===== src/rtl/bpsk_symbol_serializer_pkg.sv =====
// bpsk_symbol_serializer_pkg: modem-wide symbol codes, state encoding and size limits
package bpsk_symbol_serializer_pkg;
  localparam logic [1:0] SYM_POS = 2'b01;
  localparam logic [1:0] SYM_NEG = 2'b11;
  localparam int N_MAX = 15;
  typedef enum logic {IDLE, SEND} state_t;
endpackage


===== src/rtl/bpsk_symbol_serializer.sv =====
// bpsk_symbol_serializer: shifts a word of N two-bit BPSK symbols out one per handshake, LSB pair first
module bpsk_symbol_serializer
  import bpsk_symbol_serializer_pkg::*;
#(
  parameter int N = 8
) (
  input  logic           clk,
  input  logic           rst_n,
  input  logic [2*N-1:0] in_data,
  input  logic           in_valid,
  output logic           in_ready,
  output logic [1:0]     out_sym,
  output logic           out_valid,
  input  logic           out_ready,
  output logic           out_last,
  output logic           sym_err
);
  localparam int IW = N > 1 ? $clog2(N) : 1;
  // Both legal codes have bit 0 set; a pair with bit 0 clear is illegal
  localparam logic [2*N-1:0] LEGAL_MASK = {N{SYM_POS & SYM_NEG}};
  if (N < 1 || N > N_MAX) begin : g_bad_n
    $error("N out of range");
  end
  state_t state, nxt;
  logic [2*N-1:0] sreg;
  logic [IW-1:0] idx;
  logic last_idx, in_xfer, out_xfer;
  assign last_idx = idx == IW'(N - 1);
  always_ff @(posedge clk or negedge rst_n)
    if (!rst_n) state <= IDLE;
    else state <= nxt;
  always_comb nxt = in_xfer ? SEND : (out_xfer && last_idx) ? IDLE : state;
  always_comb begin
    out_valid = state == SEND;
    out_last = out_valid && last_idx;
    out_sym = out_valid ? sreg[1:0] : 2'b00;
    in_ready = !out_valid || (out_ready && last_idx);
    in_xfer = in_valid && in_ready;
    out_xfer = out_valid && out_ready;
  end
  always_ff @(posedge clk or negedge rst_n)
    if (!rst_n) begin
      sreg <= '0;
      idx <= '0;
      sym_err <= 1'b0;
    end else if (in_xfer) begin
      sreg <= in_data;
      idx <= '0;
      sym_err <= sym_err || ((in_data & LEGAL_MASK) != LEGAL_MASK);
    end else if (out_xfer && !last_idx) begin
      sreg <= sreg >> 2;
      idx <= idx + IW'(1);
    end
endmodule


===== config.mk =====
export PLATFORM = sky130hd
export DESIGN_NAME = bpsk_symbol_serializer
export DESIGN_NICKNAME = d
export VERILOG_FILES = /design/src/rtl/bpsk_symbol_serializer_pkg.sv /design/src/rtl/bpsk_symbol_serializer.sv
export SDC_FILE = /design/constraint.sdc
export NUM_CORES = 1
export LEC_CHECK = 0
export CAP_MARGIN = 40
export CELL_PAD_IN_SITES_DETAIL_PLACEMENT = 1
export CELL_PAD_IN_SITES_GLOBAL_PLACEMENT = 1
export CORE_UTILIZATION = 40
export CTS_CLUSTER_SIZE = 14
export DETAILED_ROUTE_END_ITERATION = 8
export GPL_ROUTABILITY_DRIVEN = 0
export HOLD_SLACK_MARGIN = 0.15
export PLACE_DENSITY_LB_ADDON = 0.1
export SYNTH_ARGS = -nofsm -noshare
export SYNTH_HDL_FRONTEND = slang
export SYNTH_SLANG_ARGS = --single-unit

===== constraint.sdc =====
create_clock -name clk -period 4.8 [get_ports clk]
set_clock_uncertainty 0.1 [all_clocks]
set_input_delay 0.96 -clock clk [delete_from_list [all_inputs] [get_ports clk]]
set_output_delay 0.96 -clock clk [all_outputs]
set_load 0.1 [all_outputs]

# --- After elaboration in Yosys (flattened, before gate mapping) ---
# Index checks and enable logic that the tools add are counted.
word_totals:
  elab_cells: 26
  reg_bits: 21
  input_bits: 20
  out_inout_bits: 6
classes:
  n_eq_ne: 2
  reduce_logical: 12
  n_addsub: 1
  n_mux: 7
ops:
  columns: ["cell", "count"]
  rows:
  - ["16-bit 2-to-1 mux", 2]
  - ["8-bit != test, second input constant", 1]
  - ["1-bit logical AND", 6]
  - ["3-bit 2-to-1 mux", 2]
  - ["2-bit nonzero test", 2]
  - ["3-bit by 1-bit adder with 3-bit output, second input constant", 1]
  - ["3-bit equality test, second input constant", 1]
  - ["1-bit zero test", 2]
  - ["1-bit logical OR", 2]
  - ["1-bit 2-to-1 mux", 2]
  - ["2-bit 2-to-1 mux", 1]

# --- Logic depth before layout (Yosys ltp) ---
# Gate-level depths: netlist of the first run.
depth:
  depth_word: 5
  depth_mapped: 7
  depth_no_buf: 5

# --- Worst setup path after synthesis of the first run ---
# No wires, ideal clock.
synth_path:
  path_kind: "register to output"
  from: "register state (netlist: out_valid)"
  to: "output out_sym[0]"
  required_time_ns: 3.740
  path_stages_with_launch: 3
  t_arrival_ns: 2.090
  slack_ns: 1.650
  n_path_buf: 1
  cell_sequence: "dfrtp_1 clkbuf_1 and2_1"
synth_between:
  elab_chain_len: 1
synth_lines:
  columns: ["item", "line", "source"]
  rows:
  - ["start: declaration", "bpsk_symbol_serializer.sv:24", "state_t state, nxt;"]
  - ["start signal: assignment", "bpsk_symbol_serializer.sv:31", "else state <= nxt;"]
  - ["2-bit 2-to-1 mux", "bpsk_symbol_serializer.sv:36", "out_sym = out_valid ? sreg[1:0] : 2'b00;"]
  - ["end: declaration", "bpsk_symbol_serializer.sv:12", "output logic [1:0] out_sym,"]
# Every way passes these cells.

# --- Worst setup path in the final report of the first run ---
layout_path:
  from: "input out_ready"
  to: "output in_ready"
layout_between:
  elab_chain_len: 2
layout_lines:
  columns: ["item", "line", "source"]
  rows:
  - ["start: declaration", "bpsk_symbol_serializer.sv:14", "input logic out_ready,"]
  - ["1-bit logical AND", "bpsk_symbol_serializer.sv:37", "in_ready = !out_valid || (out_ready && last_idx);"]
  - ["1-bit logical OR", "bpsk_symbol_serializer.sv:37", null]
  - ["end: declaration", "bpsk_symbol_serializer.sv:11", "output logic in_ready,"]
# Every way passes these cells.

==> flow_summary.json, run 1 <==
{
  "cts_buffers": 3,
  "wl_um": 3041,
  "portBuffers": 25,
  "critPathLaunchType": "input pin",
  "finalCritPeriodShare_pct": 68.14,
  "place_area_um2": 1510,
  "rsz0062_at_grt": "false",
  "clockBufferDepth": 2,
  "ys_seq_area_share_pct": 45.85,
  "layout_common_cells": "inv_1 (32), clkdlybuf4s50_1 (24), dfrtp_1 (21)",
  "final_common_cell": "inv_1",
  "holdPathStages": 1,
  "outcome": "complete, no violations",
  "fin_area_um2": 1536,
  "worstHoldPathType": "reg -> reg",
  "syn_nets": 144,
  "cp.arrival_ns": 2.21,
  "hold_end": "sym_err$_DFFE_PN0P_",
  "yosysWarnings": 0,
  "max_freq_mhz": 305.7,
  "tns_ns": 0,
  "synth.avg_cell_area_um2": 9.394,
  "track_usage_pct": 21.11,
  "antenna_found_initial": 0,
  "firstDrtPassIters": 4,
  "r2r_end": "sreg[9]$_DFFE_PN0P_",
  "drive_gt1_share_pct": 9.934,
  "hold_buffers": 0,
  "drt_iter0_markers": 63,
  "cts_num_sinks": 21,
  "slew_viol_final": 0,
  "core-area_um2": 2734,
  "vias": 1058,
  "via_per_inst": 5.813,
  "n_antenna_cell": 0,
  "start_util_pct": 41.92,
  "peakVddDrop_mv": 0.3361,
  "endpoint_kind": "primary output",
  "rows": 19,
  "postRouteAntennaNets": 0,
  "die_x_um": 55.53,
  "hp-start": "sym_err$_DFFE_PN0P_",
  "synth_seq_cells": 21,
  "syn_area_um2": 1146,
  "clk_latency_ns": 0.30,
  "r2r_slack_ns": 2.64,
  "syn_to_final_growth_pct": 34.06,
  "dp_hpwl_um": 2220,
  "min_period_ns": 3.271,
  "wl_per_cell_um": 16.71,
  "synthCells": 122,
  "path_class": "in -> out",
  "layout.nets": 174,
  "reg2reg_from": "idx[0]$_DFFE_PN0P_",
  "hold_viol": 0,
  "worst_slew_pin_slew_ns": 0.7361,
  "grt.overflow.total": 0,
  "clkTransAtPathRegs_ns": 0.12,
  "cts-htree-levels": 1,
  "first_global_vias": 1048,
  "maxSlewHeadroom_pct": 50.83,
  "grt_pass1_wl_um": 5037,
  "fill_cells": 308,
  "cts_root_buf": "clkbuf_4",
  "worstPathRequired_ns": 3.74,
  "io_pins": 26,
  "yosys.cell_types.count": 21,
  "worst-path-max-fanout": 22,
  "setup_viol": 0,
  "reg2reg_depth": 6,
  "post_cts_buffers": 0,
  "drc": 0,
  "cts_tree": "done",
  "die_area_um2": 3084,
  "cts-resized-gates": 0,
  "power_leakage_uw": 0.0007599,
  "cap_violations": 0,
  "grt_start_max_net_pins": 23,
  "power_density_nw_per_um2": 507.7,
  "p_total_uw": 780.0,
  "dieHeight_um": 55.53
}
-- worst max-delay path by stage --
| stage | start | cells past startpoint | slack [ns] | to |
|---|---|---|---|---|
| 2_1_floorplan | out_valid$_DFFE_PN0P_ | 2 | 1.65 | out_sym[0] |
| 3_3_place_gp | out_ready | 4 | 1.59 | in_ready |
| 3_5_place_dp | out_ready | 4 | 1.53 | in_ready |
| 4_1_cts | out_ready | 4 | 1.53 | in_ready |
| 5_1_grt | out_ready | 4 | 1.50 | in_ready |
| 6_report | out_ready | 4 | 1.53 | in_ready |
-- layer usage --
metal	part of all wire [%]	GRT usage (%)	routed length [um]
met1	43	28.03	1320
met2	51	35.28	1541
met3	4.9	2.810	148
met4	1.0	7.500	31
met5	0	0	0
-- kinds of logic after synthesis --
kind of cell	Yosys count	synth area share, %
buffers and inverters	41	14.96
AND/OR/NAND/NOR	18	9.171
multiplexers	1	0.8734
AO/OA/AOI/OAI	39	26.97
adder cells (fa/ha/maj)	2	2.183
flip-flops	21	45.85
-- synthesized netlist by cell type (all sizes together) --
master | instances | share of area (%)
nand2 | 2 | 0.66
o22ai | 16 | 8.7
inv | 32 | 10
and2 | 4 | 2.4
nand4 | 2 | 1.1
buf | 4 | 2.8
a21bo | 1 | 0.87
nor2 | 2 | 0.66
dfrtp | 21 | 46
mux2i | 1 | 0.87
nor2b | 1 | 0.55
nand2b | 7 | 3.8
a222oi | 14 | 12
ha | 2 | 2.2
a21oi | 2 | 0.87
clkbuf | 5 | 1.6
a22o | 3 | 2.3
a211oi | 2 | 1.3
o211ai | 1 | 0.66
-- area by class of cell --
type	count	area (um2)	area share (%)
flip-flops and latches	21	525.5	34.20
multi-input cells	60	449.2	29.23
repair buffers	34	376.6	24.51
inverters	32	120.1	7.818
well taps	31	38.79	2.524
clock buffers	4	26.28	1.710
-- registers in the layout (all words and copies together), names as in the netlist --
signal,flops
idx,3
sreg,16
sym_err,1
out_valid,1
-- power breakdown --
group	switching (uW)	total (uW)	internal, uW	leakage, uW
logic	221	389	169	0.000513
registers	60.5	305	245	0.000232
clock network	53.3	85.6	32.3	0.0000150
total	334	780	446	0.000760
-- metrics by stage --
stage	hold slack (ns)	std cells	setup WS [ns]	util, %
5_1_grt	0.4131	182	1.499	56.20
3_5_place_dp	0.3614	178	1.534	55.24
6_report	0.3878	182	1.529	56.20
2_1_floorplan	0.4000	122	1.650	-
4_1_cts	0.3922	182	1.534	56.20
3_3_place_gp	0.3519	171	1.594	51.08
-- worst max-delay path, cell delays in order --
cell	delay [ns]
clkdlybuf4s50_1	0.48
buf_4	0.26
a21bo_2	0.21
buf_4	0.29
No activity file was read; power rests on OpenSTA's default activity.
==> inputs of run 2 (changes only) <==
CORE_UTILIZATION = 33   (was 40)
clock period = 2.6 ns   (was 4.8 ns; I/O delays follow)
==> run 2 against run 1 <==
  * Non-clock buffer count decreased by 2
  * Sequential cell count unchanged
  * Die area increased by 20%
  * First-iteration DRC count increased by 46%
  * Register-to-register slack got worse by 2.2 ns
  * Critical path type is now reg -> out
==> flow_summary.json, run 2 (synthesis results as in run 1) <==
{
  "p_total_uw": 1415,
  "drt_iter0_markers": 92,
  "p_comb_share_pct": 50.0,
  "drc": 0,
  "p_seq_share_pct": 38.8,
  "cts_buffers": 3,
  "worstPathRequired_ns": 1.98,
  "seqCellArea_um2": 525.5,
  "tns_ns": 0,
  "min_period_ns": 2.213,
  "switching_power_uw": 605.2,
  "cts-resized-gates": 0,
  "grt.overflow.total": 0,
  "use_met3_pct": 1.919,
  "cts-htree-levels": 1,
  "hold_viol": 0,
  "multi_input_area_um2": 452.9,
  "cp.arrival_ns": 1.59,
  "dieHeight_um": 60.93,
  "dp_hpwl_um": 2099,
  "grt_pass1_wl_um": 4899,
  "power_density_nw_per_um2": 920.2,
  "peakVddDrop_mv": 0.4848,
  "rsz0062_at_grt": "false",
  "postRouteAntennaNets": 0,
  "use_met2_pct": 32.50,
  "wl_um": 2894,
  "outcome": "complete, no violations",
  "hold_buffers": 0,
  "vias": 1026,
  "path_class": "reg -> out",
  "critPathLaunchType": "flop",
  "pwr-share-clk_pct": 11.3,
  "worst-path-max-fanout": 4,
  "rows": 21,
  "wl_per_cell_um": 14.84,
  "final_common_cell": "inv_1",
  "syn_to_final_growth_pct": 34.17,
  "die_area_um2": 3712,
  "post_cts_buffers": 0,
  "die_x_um": 60.93,
  "max_flop_register": "sreg",
  "worst_slew_pin_slew_ns": 0.7579,
  "endpoint_kind": "primary output",
  "largestRegisters": "sreg x16, idx x3",
  "cap_violations": 0,
  "cts_tree": "done",
  "reg2reg_depth": 6,
  "p_sw_share_pct": 42.77,
  "fill_cells": 405,
  "cts_num_sinks": 21,
  "maxSlewHeadroom_pct": 49.37,
  "power_leakage_uw": 0.0007591,
  "cts_root_buf": "clkbuf_4",
  "grt-busiest-layer": "met2",
  "worstHoldPathType": "reg -> reg",
  "layout_common_cells": "inv_1 (32), dfrtp_1 (21), clkdlybuf4s50_1 (19)",
  "clk_latency_ns": 0.30,
  "firstDrtPassIters": 5,
  "track_usage_pct": 18.08,
  "finalCritPeriodShare_pct": 85.11,
  "layout.nets": 172,
  "drive_gt1_share_pct": 14.77,
  "max_freq_mhz": 451.9,
  "p_int_uw": 809.8,
  "io_pins": 26,
  "setup_viol": 0,
  "core-area_um2": 3337,
  "grt_start_max_net_pins": 26,
  "clkTransAtPathRegs_ns": 0.13,
  "use_met1_pct": 22.62,
  "n_antenna_cell": 0,
  "first_global_vias": 1054,
  "holdPathStages": 1,
  "via_per_inst": 5.262,
  "clockBufferDepth": 2,
  "start_util_pct": 34.35,
  "slew_viol_final": 0,
  "antenna_found_initial": 0,
  "largest_reg_flops": 16,
  "portBuffers": 25
}
==> run 2: per-stage QoR <==
step	instances	instance area [um2]	utilization [%]	hold slack, ns	worst slack [ns]
5_1_grt	195	1538	46.08	0.4088	0.2417
2_1_floorplan	122	1150	-	0.1244	0.1655
6_report	195	1538	46.08	0.3891	0.3872
3_3_place_gp	190	1499	44.92	0.3520	0.1002
3_5_place_dp	191	1510	45.26	0.3623	0.3901
4_1_cts	195	1538	46.08	0.3956	0.3620
==> run 2: per-layer routing <==
| metal | up-vias | part of all wire (%) | wire length [um] |
|---|---|---|---|
| li1 | 494 | - | - |
| met1 | 517 | 44 | 1284 |
| met2 | 13 | 52 | 1512 |
| met3 | 2 | 2.7 | 77 |
| met4 | 0 | 0.69 | 20 |
| met5 | - | 0 | 0 |
==> run 2: cell type report <==
| cell class | instances | area share (%) |
|---|---|---|
| well taps | 46 | 3.743 |
| clock buffers | 3 | 1.465 |
| inverters | 32 | 7.811 |
| clock inverters | 1 | 0.3255 |
| multi-input cells | 60 | 29.45 |
| flip-flops and latches | 21 | 34.17 |
| repair buffers | 32 | 23.03 |
==> run 2: final timing paths <==
| path | endpoint | from | slack, ns |
|---|---|---|---|
| worst min register to register | sym_err$_DFFE_PN0P_ | sym_err$_DFFE_PN0P_ | 0.39 |
| worst max register to register | sreg[10]$_DFFE_PN0P_ | idx[0]$_DFFE_PN0P_ | 0.45 |
| worst min-delay path | sym_err$_DFFE_PN0P_ | sym_err$_DFFE_PN0P_ | 0.39 |
| min in group asynchronous | idx[0]$_DFFE_PN0P_ | rst_n | 0.46 |
| max in group asynchronous | out_valid$_DFFE_PN0P_ | rst_n | 1.72 |
| worst max-delay path | in_ready | idx[0]$_DFFE_PN0P_ | 0.39 |
==> run 2: power groups by stage <==
| stage | sequential, uW | clock (uW) | combinational, uW |
|---|---|---|---|
| 2_1_floorplan | 587 | 0 | 446 |
| 3_3_place_gp | 550 | 0 | 687 |
| 3_5_place_dp | 557 | 0 | 715 |
| 4_1_cts | 549 | 168 | 716 |
| 5_1_grt | 570 | 182 | 773 |
| 6_report | 549 | 159 | 707 |
==> run 2: critical path, cell delays in order (launching register included) <==
cell and delay [ns]:
dfrtp_1 0.43, ha_1 0.22, ha_1 0.22, a21bo_2 0.25
buf_12 0.17
==> inputs of run 3 (changes only) <==
PLACE_DENSITY = 0.76   (was not set)
PLACE_DENSITY_LB_ADDON = not set   (was 0.1)
==> run 3 against run 2 <==
  * Design area decreased by 0.73%
  * First-iteration DRC count fell by 2.2%
  * Largest power group unchanged
  * Largest cell class unchanged
  * Fmax shrank 0.34%
  * Cell count shrank 0.51%
  * Clock power grew 3%
  * Highest routed layer unchanged
==> flow_summary.json, run 3 (synthesis results as in run 1) <==
{
  "p_int_uw": 806.2,
  "worst-path-max-fanout": 4,
  "path_class": "reg -> out",
  "cap_violations": 0,
  "cts_buffers": 3,
  "grt.overflow.total": 0,
  "clk_latency_ns": 0.30,
  "endpoint_kind": "primary output",
  "start_util_pct": 34.35,
  "wl_um": 2979,
  "firstDrtPassIters": 5,
  "power_density_nw_per_um2": 931.3,
  "reg2reg_from": "idx[0]$_DFFE_PN0P_",
  "hold_buffers": 0,
  "postRouteAntennaNets": 0,
  "layout.nets": 171,
  "via_per_inst": 5.278,
  "antenna_found_initial": 0,
  "pwr-share-clk_pct": 11.5,
  "grt_start_max_net_pins": 24,
  "layout_common_cells": "inv_1 (32), dfrtp_1 (21), clkdlybuf4s50_1 (19)",
  "maxSlewHeadroom_pct": 63.02,
  "p_total_uw": 1422,
  "post_cts_buffers": 0,
  "critPathLaunchType": "flop",
  "slew_viol_final": 0,
  "cts-resized-gates": 0,
  "core-area_um2": 3337,
  "hold_viol": 0,
  "hp-start": "sym_err$_DFFE_PN0P_",
  "worstPathRequired_ns": 1.98,
  "cp.arrival_ns": 1.60,
  "rows": 21,
  "min_period_ns": 2.220,
  "n_antenna_cell": 0,
  "dp_hpwl_um": 2132,
  "p_comb_share_pct": 49.5,
  "drive_gt1_share_pct": 14.19,
  "switching_power_uw": 615.4,
  "drt_iter0_markers": 90,
  "r2r_end": "sreg[3]$_DFFE_PN0P_",
  "clockBufferDepth": 2,
  "finalCritPeriodShare_pct": 85.40,
  "die_x_um": 60.93,
  "dp.cells": 190,
  "holdPathStages": 1,
  "power_leakage_uw": 0.0007536,
  "max_flop_register": "sreg",
  "cts_tree": "done",
  "clkTransAtPathRegs_ns": 0.13,
  "final_cells": 194,
  "largestRegisters": "sreg x16, idx x3",
  "max_freq_mhz": 450.4,
  "cts-htree-levels": 1,
  "drc": 0,
  "setup_viol": 0,
  "cts_root_buf": "clkbuf_4",
  "tns_ns": 0,
  "reg2reg_depth": 6,
  "worst_slew_pin_slew_ns": 0.5536,
  "r2r_slack_ns": 0.52,
  "die_area_um2": 3712,
  "wl_met2_um": 1530,
  "final_common_cell": "inv_1",
  "wl_met1_um": 1355,
  "wl_per_cell_um": 15.36,
  "peakVddDrop_mv": 0.3531,
  "vias": 1024,
  "io_pins": 26,
  "p_sw_share_pct": 43.29,
  "hold_end": "sym_err$_DFFE_PN0P_",
  "syn_to_final_growth_pct": 33.19,
  "dieHeight_um": 60.93,
  "p_seq_share_pct": 39.0,
  "portBuffers": 25,
  "grt_pass1_wl_um": 4885,
  "first_global_vias": 1067,
  "track_usage_pct": 17.89,
  "outcome": "complete, no violations",
  "top_layer": "met4",
  "wl_met3_um": 68,
  "rsz0062_at_grt": "false",
  "largest_reg_flops": 16,
  "cts_num_sinks": 21,
  "worstHoldPathType": "reg -> reg"
}
[run 3: changes by cell type in the layout (fill, tap and decap cells not counted)]
cell | before | now
buf_6 | 1 | 0
[run 3: worst max-delay path by stage]
| stage | from | to | slack, ns | depth (start not counted) |
|---|---|---|---|---|
| floorplan | out_valid$_DFFE_PN0P_ | out_sym[0] | 0.17 | 2 |
| global placement | in_valid | sreg[3]$_DFFE_PN0P_ | 0.19 | 3 |
| detailed placement | out_ready | sreg[1]$_DFFE_PN0P_ | 0.41 | 6 |
| CTS | idx[0]$_DFFE_PN0P_ | in_ready | 0.36 | 4 |
| global route | idx[0]$_DFFE_PN0P_ | in_ready | 0.28 | 4 |
| finish | idx[0]$_DFFE_PN0P_ | in_ready | 0.38 | 4 |
[run 3: layer usage]
layer | track usage [%] | vias to the layer above
li1 | - | 490
met1 | 23.25 | 512
met2 | 29.83 | 20
met3 | 2.772 | 2
met4 | 7.143 | 0
met5 | 0 | -
[run 3: critical path, stage by stage, from the launching register on]
cell and delay, ns:
dfrtp_1 0.43, ha_1 0.23, ha_1 0.22, a21bo_2 0.25, buf_12 0.17
[run 3: power groups by stage]
stage	clock [uW]	sequential, uW	combinational (uW)
finish	163	555	704
global route	181	573	756
CTS	168	555	711
detailed placement	0	563	708
global placement	0	550	678
floorplan	0	587	446
[run 3: final cells by class]
class                           instances  area [um2]
Inverter                               32       120.1
Sequential cell                        21       525.5
Fill cell                             399        1810
Tap cell                               46       57.56
Clock buffer                            3       22.52
Clock inverter                          1       5.005
Multi-Input combinational cell         60       452.9
Timing Repair Buffer                   31       342.8
[run 3: per-stage QoR]
stage               util, %  area, um2  worst slack [ns]  hold slack [ns]
floorplan                 -       1150            0.1655           0.1244
global placement      44.69       1491            0.1895           0.3589
detailed placement    44.92       1499            0.4076           0.3597
CTS                   45.74       1526            0.3617           0.3940
global route          45.74       1526            0.2830           0.4284
finish                45.74       1526            0.3796           0.3872
==> edit 1 (config.mk and constraints of run 3) <==
Make the reset (`rst_n`) synchronous in 2 clocked blocks.
--- a/src/rtl/bpsk_symbol_serializer.sv
+++ b/src/rtl/bpsk_symbol_serializer.sv
@@ -27,5 +27,5 @@
   logic last_idx, in_xfer, out_xfer;
   assign last_idx = idx == IW'(N - 1);
-  always_ff @(posedge clk or negedge rst_n)
+  always_ff @(posedge clk)
     if (!rst_n) state <= IDLE;
     else state <= nxt;
@@ -39,5 +39,5 @@
     out_xfer = out_valid && out_ready;
   end
-  always_ff @(posedge clk or negedge rst_n)
+  always_ff @(posedge clk)
     if (!rst_n) begin
       sreg <= '0;
Behaviour: differs if rst_n is asserted again (counterexample within 4 cycles, from zero or initial values and one cycle with rst_n low); with rst_n held inactive, the same outputs for 10 cycles.
==> edit 1 against run 3 <==
Global-route usage rose by 0.99 points. Cell count up 3.6%. Synthesized area up 5.0%. Cell area shrank 0.57%. Sequential cell count unchanged. Critical endpoint unchanged. Largest cell class is now multi-input gates. Worst setup slack got worse by 180 ps. Routed wire length is 11% higher. Critical path type unchanged.
Power is not compared: it rests on default switching activity, and its combinational part moved more than twofold at a synthesized area within 25%.
==> edit 1: results (changes against run 3) <==
[run_status]
status = complete, no violations

[place]
post-dp-hpwl_um = 2350  ; +10%
portBuffers = 25  ; unchanged
dp.cells = 197  ; +3.7%

[cells_and_area]
final_nets = 178  ; +4.1%
top_regs = sreg: 16 flops, idx: 3 flops
drive_gt1_frac = 0.174  ; +0.0323
num-fill-cells = 409  ; +2.5%
antenna-diode-count = 0  ; unchanged

[clocking]
cts-resized-gates = 0  ; unchanged
clock_latency_ps = 310
htree_levels = 1  ; unchanged
cts_made_buffers = 3  ; unchanged
number_of_setup_buffers_added_after_cts = 0  ; unchanged
cts_max_path_buffers = 2  ; unchanged
clock-root-buffer = clkbuf_4
path_clk_slew_ps = 120

[worst_hold_path]
timing.hold.worst.class = flop to flop

[synth]
ys_types = 27  ; +29%
synth-compound-area-share = 0.319  ; +0.0495
synth-adder-area-share = 0.0208  ; -0.00104
number_of_enable_flip_flop_cells_after_synthesis = 0  ; unchanged
synthXorXnorAreaFrac = 0.00728  ; +0.00728
synth-async-reset-ratio = 0  ; -1.00
yosys-top-cells-area = dfxtp_1, o31ai_1, nand2b_1
post_synth_inst_count = 133  ; +9.0%
post_synth_most_frequent_cells = dfxtp_1, inv_1, nand2b_1, o22ai_1, o31ai_1
synthFlopType = dfxtp_1
synth.net_count = 155  ; +7.6%
fraction_of_synthesized_area_in_multiplexers = 0.0249  ; +0.0162
synthesis.yosys.warnings = 0  ; unchanged
synth_seq_area_share = 0.349  ; -0.109

[grt]
via_count_of_the_first_global_routing_pass = 1155  ; +8.2%
grt_start_max_net_pins = 29  ; +21%
first_pass_grt_wire_length_um = 5740  ; +18%
antenna_violations_before_repair = 0  ; unchanged
track_usage = 0.189  ; +0.00989

[detailed_routing]
vias = 1099  ; +7.3%
drtPass1Iterations = 4  ; -1
drt-total-wl_um = 3310  ; +11%
detailedRoute.firstIterationViolations = 56  ; -38%
routed_via_density = 5.47  ; +3.6%

[sta]
max_slew.worst_pin.slew_ps = 437  ; -116 ps

[power]
p_leak_nw = 0.636
worst_ir_drop_vdd_v = 0.000327

[worst_setup_path]
timing.critical_path.fanout_max = 9  ; +5
arrival_ps = 1780  ; +180 ps

## edit 1: cell count changes after synthesis, moves of 7 or more
cell and change:
o31ai_1 +14, nand2b_1 +7, inv_1 -17, dfrtp_1 -21
a221oi_1 +9, a222oi_1 -14, dfxtp_1 +21
## edit 1: path summary, 6_finish.rpt
| path | start | to | slack, ps | depth (start not counted) |
|---|---|---|---|---|
| max | idx[0] | in_ready | 200 | 5 |
| min reg2reg | sym_err | sym_err | 360 | 2 |
| min | sym_err | sym_err | 360 | 2 |
| max reg2reg | idx[0] | sreg[0] | 530 | 6 |
## edit 1: per-stage QoR
stage / hold WS [ps] / worst slack [ps] / instance area [um2] / power (mW)
floorplan: 341 / 180 / 1210 / 0.514
global placement: 332 / 487 / 1480 / 0.571
detailed placement: 342 / 537 / 1490 / 0.581
CTS: 366 / 174 / 1520 / 0.749
global route: 376 / 107 / 1520 / 0.782
finish: 360 / 203 / 1520 / 0.741
## edit 1: report_power, final
part           internal, mW  switching, mW
sequential            0.348         0.0200
combinational        0.0888          0.117
clock                0.0600          0.107
## edit 1: cell families (layout without fill, tap and decap cells)
group / count (synthesis) / after routing
adders and majority gates: 2 / 2
xor gates and xnor gates: 1 / 1
and+or+nand+nor: 31 / 31
buffers and inverters: 29 / 51
DFF: 21 / 21
AOI/OAI and AO/OA: 46 / 46
muxes: 3 / 3
## edit 1: worst max-delay path, cell delays in order (launching register included)
cell	delay [ps]
dfxtp_1	340
ha_1	200
ha_1	300
buf_4	210
a21bo_4	240
buf_12	170
## edit 1: area by class of cell
class / instances / area, um2 / area share
clock buffer: 4 / 26.3 / 0.0173
multi-input combinational: 83 / 643 / 0.424
sequential: 21 / 422 / 0.278
timing repair buffer: 32 / 313 / 0.206
tap: 46 / 57.6 / 0.0379
inverter: 15 / 56.3 / 0.0371
## edit 1: layer usage
layer,share of wire,track usage
met5,0,0
met4,0.020,0.0640
met3,0.042,0.0420
met2,0.47,0.321
met1,0.47,0.234
==> edit 2 (flow settings as in run 3) <==
Without the edit above. Change the parameter `N` from 8 to 4.
--- a/src/rtl/bpsk_symbol_serializer.sv
+++ b/src/rtl/bpsk_symbol_serializer.sv
@@ -3,5 +3,5 @@
   import bpsk_symbol_serializer_pkg::*;
 #(
-  parameter int N = 8
+  parameter int N = 4
 ) (
   input  logic           clk,
Ports: changed (resized in_data); port bits go from 26 to 18. No check against the original RTL was run, so the function may have changed too.
==> edit 2 against run 3 <==
Synthesized area fell by 39%. Worst hold slack better by 0.92 ps. Total power shrank 17%. Non-clock buffer count down 13. Routed wire length is 44% lower. Sequential power down 39%. Sequential cell count down 9. Via count fell by 41%. Cell area shrank 40%. Worst setup slack worse by 10 ps. Sequential share of layout area decreased by 1.8 points. Critical endpoint unchanged. Largest cell class is now multi-input gates. Largest power group unchanged. Highest routed layer unchanged.
==> edit 2: results (changes against run 3) <==
[run_status]
status = complete, no violations

[synth]
post_synth_most_frequent_cells = dfrtp_1, nor2_1, o21ai_0
synth.net_count = 83  ; -42%
synth_seq_area_share = 0.429  ; -0.0299
ys_types = 26  ; +24%
yosys-top-cells-area = dfrtp_1, o221a_2, nor3b_1

[detailed_routing]
detailedRoute.firstIterationViolations = 9  ; -90%
drt-total-wl_um = 1670  ; -44%
drtPass1Iterations = 4  ; -1
routed_via_density = 5.32  ; +0.88%

[worst_setup_path]
timing.critical_path.fanout_max = 12  ; +8
crit_path_top_delay_cell = ha_1

[grt]
first_pass_grt_wire_length_um = 2660  ; -45%
track_usage = 0.179  ; about the same
grt_start_max_net_pins = 20  ; -17%
via_count_of_the_first_global_routing_pass = 553  ; -48%
antenna_violations_before_repair = 0  ; unchanged

[cells_and_area]
drive_gt1_frac = 0.287  ; +0.145
num-fill-cells = 218  ; -45%
top_regs = sreg: 8 flops, idx: 2 flops
final_nets = 101  ; -41%

[place]
post-dp-hpwl_um = 1150  ; -46%
dpl-instance-area_um2 = 883  ; -41%
portBuffers = 17  ; -32%

[power]
p_leak_nw = 0.367  ; -51%
worst_ir_drop_vdd_v = 0.000663  ; +88%
internal_power_mw = 0.609  ; -25%

[clocking]
clock_latency_ps = 280  ; -20 ps
cts_made_buffers = 3  ; unchanged
cts-resized-gates = 0  ; unchanged
path_clk_slew_ps = 80  ; -50 ps

[floorplanning]
horizontal_die_dimension_um = 48.1  ; -21%

[sta]
max-slew-margin-rel = 0.617  ; -0.0133

edit 2: cell types whose count changed after synthesis, sizes merged, moves of 8 or more:
cell / delta
inv: -30
o22ai: -15
a222oi: -14
dfrtp: -9
nor2: +9
o21ai: +8
edit 2: final cells by class:
cell class | count | area (um2) | area share
multi-input combinational | 51 | 354 | 0.385
sequential | 12 | 300 | 0.327
timing repair buffer | 18 | 188 | 0.204
clock buffer | 4 | 36.3 | 0.0395
tap | 27 | 33.8 | 0.0367
inverter | 2 | 7.51 | 0.00816
edit 2: power groups by stage:
stage | clock network [mW] | logic [mW] | registers, mW
floorplan | 0 | 0.495 | 0.374
global placement | 0 | 0.672 | 0.339
detailed placement | 0 | 0.684 | 0.345
CTS | 0.167 | 0.688 | 0.341
global route | 0.173 | 0.733 | 0.356
finish | 0.156 | 0.680 | 0.341
edit 2: final timing paths:
kind / to / slack, ps / depth (start not counted)
setup / recovery: in_ready / 370 / 3
max in group asynchronous: sreg[6] / 1530 / 1
setup reg to reg: sreg[3] / 840 / 4
hold reg to reg: sym_err / 390 / 1
hold / removal: sym_err / 390 / 1
min in group asynchronous: sreg[1] / 500 / 1
edit 2: metrics by stage:
stage / worst slack [ps] / cells / util
6_report: 369 / 114 / 0.464
4_1_cts: 347 / 114 / 0.464
2_1_floorplan: 187 / 70 / -
5_1_grt: 247 / 114 / 0.464
3_5_place_dp: 585 / 110 / 0.446
3_3_place_gp: 592 / 110 / 0.446
edit 2: per-layer routing:
layer  global-route usage  vias up  wire length [um]
li1                     -      291                 -
met4                0.117        0                49
met2                0.246       23               743
met5                    0        -                 0
met1                0.242      288               783
met3               0.0491        5                89
edit 2: cell families after synthesis:
kind of cell | after synthesis | synth area share
flops | 12 | 0.429
mux | 1 | 0.0214
fa+ha+maj | 1 | 0.0179
compound gates | 23 | 0.257
buf+inv | 7 | 0.0696
simple gates | 26 | 0.205
